$ cat src/rtl/div_unit.sv
// Multi-cycle restoring divider for DIV/DIVU: one quotient bit per clock,
// produces {remainder, quotient} for the HI/LO register file.
module div_unit #(
  parameter int unsigned WIDTH = 32
) (
  input  logic                 clk,
  input  logic                 rst,
  input  logic                 signed_div_i,
  input  logic [WIDTH-1:0]     opdata1_i,
  input  logic [WIDTH-1:0]     opdata2_i,
  input  logic                 start_i,
  input  logic                 annul_i,
  output logic [2*WIDTH-1:0]   result_o,
  output logic                 ready_o,
  output logic                 busy_o
);

  typedef enum logic [1:0] {IDLE, BYZERO, ON, END} state_e;

  state_e             state_q, state_d;
  logic [5:0]         cnt_q, cnt_d;
  logic [WIDTH-1:0]   dvd_q, dvd_d;   // dividend bits shift out, quotient bits shift in
  logic [WIDTH-1:0]   dvs_q, dvs_d;
  logic [WIDTH-1:0]   rem_q, rem_d;
  logic               qneg_q, qneg_d;
  logic               rneg_q, rneg_d;
  logic [2*WIDTH-1:0] result_q, result_d;

  logic [WIDTH:0]     trial;
  logic [WIDTH:0]     diff;
  logic               ge;
  logic [WIDTH-1:0]   q_fix, r_fix;

  always_ff @(posedge clk or negedge rst) begin
    if (!rst) begin
      state_q  <= IDLE;
      cnt_q    <= '0;
      dvd_q    <= '0;
      dvs_q    <= '0;
      rem_q    <= '0;
      qneg_q   <= 1'b0;
      rneg_q   <= 1'b0;
      result_q <= '0;
    end else begin
      state_q  <= state_d;
      cnt_q    <= cnt_d;
      dvd_q    <= dvd_d;
      dvs_q    <= dvs_d;
      rem_q    <= rem_d;
      qneg_q   <= qneg_d;
      rneg_q   <= rneg_d;
      result_q <= result_d;
    end
  end

  always_comb begin
    state_d  = state_q;
    cnt_d    = cnt_q;
    dvd_d    = dvd_q;
    dvs_d    = dvs_q;
    rem_d    = rem_q;
    qneg_d   = qneg_q;
    rneg_d   = rneg_q;
    result_d = result_q;

    // The remainder stays below the divisor, so the 33-bit trial
    // difference always fits back into WIDTH bits when it is kept.
    trial = {rem_q, dvd_q[WIDTH-1]};
    diff  = trial - {1'b0, dvs_q};
    ge    = (trial >= {1'b0, dvs_q});
    q_fix = qneg_q ? (~dvd_q + 1'b1) : dvd_q;
    r_fix = rneg_q ? (~rem_q + 1'b1) : rem_q;

    unique case (state_q)
      IDLE: begin
        if (start_i && !annul_i) begin
          if (opdata2_i == '0) begin
            state_d = BYZERO;
          end else begin
            state_d = ON;
            cnt_d   = '0;
            rem_d   = '0;
            if (signed_div_i) begin
              dvd_d  = opdata1_i[WIDTH-1] ? (~opdata1_i + 1'b1) : opdata1_i;
              dvs_d  = opdata2_i[WIDTH-1] ? (~opdata2_i + 1'b1) : opdata2_i;
              qneg_d = opdata1_i[WIDTH-1] ^ opdata2_i[WIDTH-1];
              rneg_d = opdata1_i[WIDTH-1];
            end else begin
              dvd_d  = opdata1_i;
              dvs_d  = opdata2_i;
              qneg_d = 1'b0;
              rneg_d = 1'b0;
            end
          end
        end
      end
      BYZERO: begin
        if (annul_i) begin
          state_d = IDLE;
        end else begin
          state_d  = END;
          result_d = '0;
        end
      end
      ON: begin
        if (annul_i) begin
          state_d = IDLE;
        end else begin
          cnt_d = cnt_q + 6'd1;
          if (cnt_q == 6'(WIDTH)) begin
            state_d  = END;
            result_d = {r_fix, q_fix};
          end else begin
            rem_d = ge ? diff[WIDTH-1:0] : trial[WIDTH-1:0];
            dvd_d = {dvd_q[WIDTH-2:0], ge};
          end
        end
      end
      END: begin
        if (!start_i) begin
          state_d  = IDLE;
          result_d = '0;
        end
      end
      default: state_d = IDLE;
    endcase
  end

  // Outputs decode registered state only; no path from the inputs.
  always_comb begin
    ready_o  = (state_q == END);
    busy_o   = (state_q == BYZERO) || (state_q == ON);
    result_o = ready_o ? result_q : '0;
  end

endmodule

$ cat config.mk
export PLATFORM = sky130hd
export DESIGN_NAME = div_unit
export DESIGN_NICKNAME = d
export VERILOG_FILES = /design/src/rtl/div_unit.sv
export SDC_FILE = /design/constraint.sdc
export NUM_CORES = 1
export LEC_CHECK = 0
export ABC_AREA = 1
export CORE_MARGIN = 2
export CORE_UTILIZATION = 25
export CTS_CLUSTER_DIAMETER = 80
export DETAILED_ROUTE_END_ITERATION = 7
export PLACE_DENSITY = 0.52
export SLEW_MARGIN = 20
export SYNTH_ARGS = -nofsm -noshare
export SYNTH_HDL_FRONTEND = slang
export SYNTH_SLANG_ARGS = --single-unit
$ cat constraint.sdc
create_clock -name clk -period 5.2 [get_ports clk]
set_clock_uncertainty 0.2 [all_clocks]
set_input_delay 1.04 -clock clk [delete_from_list [all_inputs] [get_ports clk]]
set_output_delay 1.04 -clock clk [all_outputs]
set_load 0.1 [all_outputs]
==> impl_metrics.env <==
export IMPL_drcViolationCount=0
export IMPL_route_met3_wl_um=2361
export IMPL_route_met2_wl_um=21630
export IMPL_synth_top_area_share_pct=30.97
export IMPL_cts_max_level=4
export IMPL_grt_max_degree=96
export IMPL_fin_crit_sh_pct=88.06
export IMPL_synthCells=2220
export IMPL_firstDrtPassIters=6
export IMPL_ir_drop_mv=0.4019
export IMPL_synth_area_leaders="dfrtp_1 (31%), nand2_1 (20%), inv_1 (9.6%)"
export IMPL_fp_row_count=85
export IMPL_cap_violations=0
export IMPL_io_buffers=134
export IMPL_crit_path_start_kind="flop"
export IMPL_cts_tree="yes"
export IMPL_grt_pass1_wl_um=77410
export IMPL_gp_congestion=0.9240
export IMPL_yosysTopAreaCell="dfrtp_1"
export IMPL_drive_gt1_share_pct=3.567
export IMPL_nFillCells=6009
export IMPL_cts_buffers=17
export IMPL_dieArea_mm2=0.05683
export IMPL_placed_cells=2994
export IMPL_ys_seq_area_share_pct=30.97
export IMPL_comb_power_share_pct=61.2
export IMPL_end_kind="primary output"
export IMPL_pwr_share_seq_pct=24.3
export IMPL_clockBufferDepth=2
export IMPL_synth_cell_types=46
export IMPL_synth_seq_cells=170
export IMPL_tightest_slew_ps=1033
export IMPL_ys_flop_type="dfrtp_1"
export IMPL_routedWlPerCell_um=16.15
export IMPL_post_cts_buffers=0
export IMPL_status="finished, final reports clean"
export IMPL_slowest_stage="clkdlybuf4s50_1"
export IMPL_leakage_nw=8.539
export IMPL_clk_latency_ps=480
export IMPL_fin_nets=2430
export IMPL_seqCellArea_mm2=0.004254
export IMPL_core_mm2=0.05403
export IMPL_syn_area_mm2=0.01373
export IMPL_avgSynthCellArea_um2=6.187
export IMPL_ant_nets=0
export IMPL_synth_commonest_cells="nand2_1 (739), inv_1 (352), nand3_1 (235)"
export IMPL_die_w_um=238.4
export IMPL_power_density_mw_per_mm2=576.2
export IMPL_async_flop_share_pct=100.0
export IMPL_fin_crit_ps=4579
export IMPL_grt_pass1_vias=13530
export IMPL_root_buffer="clkbuf_16"
export IMPL_clock_sinks=170
export IMPL_internal_power_mw=4.243
export IMPL_crit_buf_inv=3
export IMPL_required_ps=3960
export IMPL_grt_overflow=0
export IMPL_fmax_mhz=218.4
export IMPL_io_pins=135
export IMPL_worstPathArrival_ps=3340
export IMPL_antenna_found_initial=0
export IMPL_via_per_inst=4.646
export IMPL_clk_pin_slew_ps=70
export IMPL_p_sw_share_pct=54.76
export IMPL_drtIter0Drc=1241
export IMPL_maxSlewViolCount=0
export IMPL_m1WireLength_um=23870
export IMPL_crit_family="buffers and inverters"
export IMPL_p_switching_mw=5.135
export IMPL_crit_path_max_fanout=38
export IMPL_yosys_warnings=0
export IMPL_critPathKind="reg -> out"
export IMPL_start_util_pct=25.42
export IMPL_totalWireLength_um=48810
export IMPL_fin_cells=3023
export IMPL_syn_nets=2333
export IMPL_p_clk_share_pct=14.4
export IMPL_top_layer="met4"
export IMPL_setup_viol=0
export IMPL_multi_input_area_mm2=0.007721
export IMPL_ctsResizeCount=0
export IMPL_syn_to_final_growth_pct=18.49
export IMPL_hold_violations=0
export IMPL_cp_cell_sequence="ha_2 > buf_4 > nand2_1 > inv_1 > clkdlybuf4s50_1"
export IMPL_ctsHoldBuffers=0
export IMPL_hold_class="reg -> reg"
export IMPL_dp_hpwl_um=38920
export IMPL_yosys_cell_count_top_type="nand2_1"
export IMPL_synth_edf_count=0
export IMPL_rsz0062_at_grt="no"
export IMPL_cp_slowest_stage_delay_ps=1130
export IMPL_dieHeight_um=238.4
export IMPL_relSlewSlack_pct=31.12
export IMPL_antenna_cells=0
export IMPL_tns_ps=0
export IMPL_vias=14040
export IMPL_track_usage_pct=17.52
## through the flow
stage	setup WS (ps)	hold slack (ps)	util (%)	instance area (um^2)	power, mW
floorplan	1488	249.1	-	13730	6.569
global placement	1042	268.0	29.03	15690	7.977
detailed placement	997.5	268.6	29.03	15690	7.997
CTS	559.8	286.6	30.12	16270	9.395
global route	405.3	314.0	30.12	16270	10.24
finish	620.8	282.8	30.12	16270	9.378
## cells by family after synthesis
logic type	after synthesis	synth area share [%]
AO/OA/AOI/OAI	294	11.74
buffers and inverters	434	12.83
flip-flops	170	30.97
adder cells (fa/ha/maj)	44	4.063
XOR/XNOR	49	3.125
AND/OR/NAND/NOR	1229	37.27
## sequential cells by signal, indices dropped and copies added, names as in the netlist
register and count:
cnt_q 6, dvs_q 32, dvd_q 32, state_q 2, rneg_q 1, rem_q 32, result_q 64, qneg_q 1
## final cells by class
| class | count | area share, % |
|---|---|---|
| clock buffers | 19 | 2.722 |
| clock inverters | 10 | 0.8995 |
| inverters | 364 | 8.395 |
| multi-input cells | 1616 | 47.44 |
| flip-flops and latches | 170 | 26.14 |
| well taps | 696 | 5.351 |
| repair buffers | 148 | 9.049 |
## final timing paths
check                               end  slack (ps)         start  cells after the start
min in group asynchronous      dvs_q[0]         400           rst                      1
hold / removal             result_q[10]         280  result_q[10]                      2
max in group asynchronous  result_q[53]        3320           rst                      2
setup reg to reg              rem_q[20]        1740     rem_q[20]                     10
setup / recovery           result_o[21]         620    state_q[0]                      5
hold reg to reg            result_q[10]         280  result_q[10]                      2
## power groups by stage
stage / combinational [mW] / clock [mW] / sequential (mW)
final: 5.74 / 1.35 / 2.28
after global routing: 6.45 / 1.44 / 2.35
after CTS: 5.72 / 1.39 / 2.29
after detailed placement: 5.69 / 0 / 2.31
after global placement: 5.68 / 0 / 2.30
after floorplan: 4.46 / 0 / 2.11
## per-layer routing
metal  track usage [%]  up-vias
met5                 0        -
met4             5.057        0
met3             3.112       40
met2             27.43      329
met1             24.59     6446
li1                  -     7229
## worst reg2reg max path, stage by stage (launching register included)
cell,delay (ps)
dfrtp_1,490
ha_1,430
nand2_1,130
nor2_1,230
inv_1,90
nor3_1,310
nand2_2,490
nand2_4,570
nand3_1,230
nand3_1,120
nand2_1,60
## cells in the final DEF, fill, tap and decap left out, types with 5 or more instances in the layout
| master | count |
|---|---|
| nor3_1 | 23 |
| buf_4 | 12 |
| o21ai_1 | 54 |
| o211ai_1 | 9 |
| nand4_1 | 25 |
| nor2_2 | 9 |
| xor2_1 | 30 |
| o21bai_1 | 5 |
| nand3_1 | 235 |
| nand3b_1 | 5 |
| ha_1 | 42 |
| dfrtp_1 | 170 |
| clkdlybuf4s50_1 | 133 |
| inv_1 | 352 |
| clkbuf_16 | 17 |
| nand2_1 | 739 |
| xnor2_1 | 19 |
| o31ai_1 | 14 |
| o21ai_0 | 116 |
| a21oi_1 | 76 |
| nor2_1 | 173 |
| inv_2 | 11 |
Note: power is estimated with default switching activity, not from simulation.
